===== src/rtl/eco_vec_sweep.sv =====
// Exhaustive {b,a} sweep driving a golden and a revised netlist; compares y buses, counts mismatches,
// latches the first failing vector. Optional ECO_SWEEP_STOP_ON_FAIL_EN ends the sweep on the first mismatch.
module eco_vec_sweep #(
  parameter int W      = 4,
  parameter int SETTLE = 1
) (
  input  logic           clk,
  input  logic           rst_n,
  input  logic           start,
  output logic [W-1:0]   a_o,
  output logic [W-1:0]   b_o,
  input  logic [W-1:0]   y_gold,
  input  logic [W-1:0]   y_rev,
  output logic           busy,
  output logic           done,
  output logic           pass,
  output logic [2*W:0]   err_cnt,
  output logic           first_valid,
  output logic [W-1:0]   first_a,
  output logic [W-1:0]   first_b,
  output logic [W-1:0]   first_diff
);
  localparam int IW = 2*W;
  localparam int EW = 2*W+1;
  localparam int CW = (SETTLE > 0) ? $clog2(SETTLE+1) : 1;

  typedef enum logic [1:0] {S_IDLE, S_RUN, S_DONE} state_t;

  state_t          state_q, state_d;
  logic [IW-1:0]   idx_q, idx_d;
  logic [CW-1:0]   cnt_q, cnt_d;
  logic [EW-1:0]   err_q, err_d;
  logic            pass_q, pass_d;
  logic            fv_q, fv_d;
  logic [W-1:0]    fa_q, fa_d, fb_q, fb_d, fd_q, fd_d;
  logic            sample, mism, stop;

  always_comb begin
    state_d = state_q;
    idx_d   = idx_q;
    cnt_d   = cnt_q;
    err_d   = err_q;
    pass_d  = pass_q;
    fv_d    = fv_q;
    fa_d    = fa_q;
    fb_d    = fb_q;
    fd_d    = fd_q;
    sample  = (state_q == S_RUN) && (cnt_q == CW'(SETTLE));
    mism    = sample && (y_gold != y_rev);
    stop    = 1'b0;
    case (state_q)
      S_IDLE, S_DONE: begin
        if (start) begin
          state_d = S_RUN;
          idx_d   = '0;
          cnt_d   = '0;
          err_d   = '0;
          pass_d  = 1'b0;
          fv_d    = 1'b0;
          fa_d    = '0;
          fb_d    = '0;
          fd_d    = '0;
        end
      end
      S_RUN: begin
        if (!sample) begin
          cnt_d = cnt_q + 1'b1;
        end else begin
          cnt_d = '0;
          if (mism) begin
            err_d = err_q + EW'(1);
            if (!fv_q) begin
              fv_d = 1'b1;
              fa_d = idx_q[W-1:0];
              fb_d = idx_q[IW-1:W];
              fd_d = y_gold ^ y_rev;
            end
          end
`ifdef ECO_SWEEP_STOP_ON_FAIL_EN
          // Hold the failing vector on the operand buses for inspection.
          stop  = (&idx_q) || mism;
          idx_d = mism ? idx_q : idx_q + 1'b1;
`else
          stop  = &idx_q;
          idx_d = idx_q + 1'b1;
`endif
          if (stop) begin
            state_d = S_DONE;
            pass_d  = (err_d == '0);
          end
        end
      end
      default: state_d = S_IDLE;
    endcase
  end

  always_ff @(posedge clk or negedge rst_n) begin
    if (!rst_n) begin
      state_q <= S_IDLE;
      idx_q   <= '0;
      cnt_q   <= '0;
      err_q   <= '0;
      pass_q  <= 1'b0;
      fv_q    <= 1'b0;
      fa_q    <= '0;
      fb_q    <= '0;
      fd_q    <= '0;
    end else begin
      state_q <= state_d;
      idx_q   <= idx_d;
      cnt_q   <= cnt_d;
      err_q   <= err_d;
      pass_q  <= pass_d;
      fv_q    <= fv_d;
      fa_q    <= fa_d;
      fb_q    <= fb_d;
      fd_q    <= fd_d;
    end
  end

  assign a_o         = idx_q[W-1:0];
  assign b_o         = idx_q[IW-1:W];
  assign busy        = (state_q == S_RUN);
  assign done        = (state_q == S_DONE);
  assign pass        = pass_q;
  assign err_cnt     = err_q;
  assign first_valid = fv_q;
  assign first_a     = fa_q;
  assign first_b     = fb_q;
  assign first_diff  = fd_q;
endmodule


===== config.mk =====
export PLATFORM = sky130hd
export DESIGN_NAME = eco_vec_sweep
export DESIGN_NICKNAME = d
export VERILOG_FILES = /design/src/rtl/eco_vec_sweep.sv
export SDC_FILE = /design/constraint.sdc
export NUM_CORES = 1
export LEC_CHECK = 0
export CAP_MARGIN = 20
export CORE_UTILIZATION = 26
export CTS_BUF_LIST = sky130_fd_sc_hd__clkbuf_8
export DETAILED_ROUTE_END_ITERATION = 7
export PLACE_DENSITY = 0.52
export SKIP_CTS_REPAIR_TIMING = 1
export SYNTH_ARGS = -nofsm -noshare
export SYNTH_HDL_FRONTEND = slang
export SYNTH_SLANG_ARGS = --single-unit

===== constraint.sdc =====
create_clock -name clk -period 2.63 [get_ports clk]
set_input_delay 0.789 -clock clk [delete_from_list [all_inputs] [get_ports clk]]
set_output_delay 0.789 -clock clk [all_outputs]
set_load 0.01 [all_outputs]

==> flow_metrics.tcl <==
set metrics [dict create \
    run_status "complete, no violations" \
    critPathCaptureType "primary output" \
    overflow 0 \
    grt_pass1_vias 1446 \
    synth_fp_nets 191 \
    antenna_cells 0 \
    drv_cap 0 \
    dieArea_um2 6860 \
    fin_skew_ns 0.00417 \
    leakage_nw 0.971 \
    power_density_nw_per_um2 984 \
    core-area_um2 6310 \
    cts_max_path_buffers 2 \
    fin_ws_ns 0.258 \
    wirelength_mm 4.08 \
    initial_utilization_pct 26.9 \
    synth_edf_count 0 \
    synthDistinctLibCells 41 \
    port_buffers 43 \
    viasPerCell 4.71 \
    wl_per_cell_um 13.3 \
    antenna_found_initial 0 \
    worst_pin_slew_ns 0.453 \
    num_vias 1442 \
    r2r_cells 5 \
    ys.warnings.count 0 \
    fmaxAchievable_mhz 422 \
    design_area_um2 2360 \
    cts.clk_slew.worst_paths_ns 0.07 \
    hold_slack_ns 0.475 \
    cts_tree "yes" \
    area_growth_pct 38.8 \
    htreeDepth 2 \
    crit_required_ns 1.84 \
    slew_viol_final 0 \
    setup_tns_ns 0 \
    crit_path_cell_trace "nand2b_1 > inv_2 > clkdlybuf4s50_1" \
    drcViolationCount 0 \
    hp-class "flip-flop to flip-flop" \
    cp-start-kind "flip-flop" \
    yosys.area.top_type "dfrtp_1" \
    cts_made_buffers 5 \
    power_mw 2.32 \
    final_antenna_net_count 0 \
    io_pins 44 \
    cp.depth 3 \
    layout.cells.non_filler 306 \
    ys.flop_type "dfrtp_1" \
    worstSetupEndpoint "busy" \
    critical-path-top-delay-family "buffers and inverters" \
    syn_area_um2 1700 \
    drive_gt1_share_pct 10.5 \
    setup_viol 0 \
    die_w_um 82.8 \
    clock_sinks 34 \
    grt.total_usage_pct 13.1 \
    ys_ff_latch 34 \
    place_inst 298 \
    rsz0062_at_grt "false" \
    critPathKind "flip-flop to primary output" \
    postSynthCellCount 178 \
    first_iter_violations 85 \
    place_area_um2 2250 \
    post-route-period-util_pct 90.2 \
    finalNetCount 241 \
    hold_violations 0 \
    cpMaxStageDelayCell "clkdlybuf4s50_1" \
    crit_arrival_ns 1.58 \
    slowest_delay_ns 0.56 \
    firstDrtPassIters 4 \
    crit_path_start "state_q[1]$_DFFE_PN0P_" \
    crit_buf_inv 2 \
    avgSynthCellArea_um2 9.55 \
    routabilityCongestion 0.776 \
    synth_area_leaders "dfrtp_1 (50%), nand2_1 (6.8%), xnor2_1 (4.1%)" \
    r2r_end "err_cnt[7]$_DFFE_PN0P_" \
    die_h_um 82.8 \
    ys_async_sr_fraction_pct 100 \
    synth_top_area_share_pct 50.1 \
    clk_latency_ns 0.28 \
    path_max_fanout 9 \
    root_buffer "clkbuf_8" \
    ir_drop_mv 0.402 \
    fin_crit_ns 2.37 \
    rrSetupSlack_ns 0.83 \
    grt_pass1_wl_mm 7.31 \
    hpwl_mm 2.90 \
    grt_max_degree 35 \
    num_rows 29 \
    synth-seq-area-share_pct 50.1 \
    r2r-start "state_q[0]$_DFFE_PN0P_" \
    relSlewSlack_pct 69.8 \
    post-route-util_pct 37.4 \
    post-place-ws_ns -0.0440 \
]
-- synth_stat cells (2+ instances only) --
cell,count
nand4_1,5
buf_2,4
ha_1,2
nand2b_1,2
mux2_2,2
o31ai_1,8
dfrtp_1,34
or3_1,2
inv_1,2
a21o_1,2
a21oi_1,6
nor3_1,4
and3_1,2
nor2_1,11
nand3_1,11
o21ai_0,10
a31o_1,2
nor2b_1,2
nand2_1,31
mux2i_1,2
o21ai_1,7
xnor2_1,8
-- registers in the layout, indices dropped and copies added, names as in the netlist, 2 cells and up --
signal	count
state_q	2
first_a	4
err_cnt	9
idx_q	8
first_diff	4
first_b	4
-- placed cells by master (no fill, tap or decap), types with 2 or more instances in the layout --
| cell | Yosys | layout |
|---|---|---|
| mux2_2 | 2 | 2 |
| nand2b_1 | 2 | 2 |
| a21oi_1 | 6 | 6 |
| nand2_1 | 31 | 31 |
| inv_1 | 2 | 2 |
| nor2_1 | 11 | 11 |
| clkbuf_8 | 0 | 8 |
| or3_1 | 2 | 2 |
| o21ai_1 | 7 | 7 |
| xnor2_1 | 8 | 8 |
| o31ai_1 | 8 | 8 |
| nor3_1 | 4 | 4 |
| nor2b_1 | 2 | 2 |
| nand3_1 | 11 | 11 |
| clkdlybuf4s50_1 | 0 | 43 |
| a31o_1 | 2 | 2 |
| mux2i_1 | 2 | 2 |
| o21ai_0 | 10 | 10 |
| buf_4 | 1 | 6 |
| and3_1 | 2 | 2 |
| ha_1 | 2 | 2 |
| a21o_1 | 2 | 2 |
| dfrtp_1 | 34 | 34 |
| nand4_1 | 5 | 5 |
-- worst min-delay path by stage --
stage                               from                        end  slack, ns  cells after the start
6_report       first_diff[3]$_DFFE_PN0P_  first_diff[3]$_DFFE_PN0P_       0.47                      2
5_1_grt        first_diff[3]$_DFFE_PN0P_  first_diff[3]$_DFFE_PN0P_       0.51                      2
4_1_cts        first_diff[3]$_DFFE_PN0P_  first_diff[3]$_DFFE_PN0P_       0.48                      2
3_5_place_dp   first_diff[3]$_DFFE_PN0P_  first_diff[3]$_DFFE_PN0P_       0.47                      2
3_3_place_gp   first_diff[3]$_DFFE_PN0P_  first_diff[3]$_DFFE_PN0P_       0.46                      2
2_1_floorplan                      rst_n          cnt_q$_DFFE_PN0P_       0.49                      0
-- area by class of cell --
class | instances | area, µm²
Sequential cell | 34 | 851
Clock buffer | 8 | 110
Inverter | 3 | 11.3
Fill cell | 649 | 3960
Timing Repair Buffer | 50 | 495
Tap cell | 77 | 96.3
Multi-Input combinational cell | 134 | 795
-- worst register-to-register path, cell delays in order, from the launching register on --
cell     delay (ns)
dfrtp_1        0.43
and3b_1        0.34
nand3_1        0.19
or4_4          0.51
a21oi_1        0.16
a31o_1         0.11
-- kinds of logic after synthesis --
family / count (synthesis) / share of synthesized area, %
simple gates: 77 / 22.0
compound gates: 42 / 16.1
flops: 34 / 50.1
buf+inv: 10 / 3.17
xor+xnor: 9 / 4.64
mux: 4 / 2.50
fa+ha+maj: 2 / 1.47
-- per-layer routing --
| layer | GRT usage [%] | wire length, µm | vias to the layer above |
|---|---|---|---|
| li1 | - | - | 734 |
| met1 | 18.3 | 2090 | 662 |
| met2 | 19.8 | 1750 | 42 |
| met3 | 3.68 | 203 | 4 |
| met4 | 3.76 | 34 | 0 |
| met5 | 0 | 0 | - |
-- report_power, final --
group,switching [mW],total [mW],internal [mW]
Sequential,0.192,0.892,0.699
Combinational,0.451,0.979,0.527
Clock,0.186,0.451,0.264
Power figures use the tool's default switching activity.
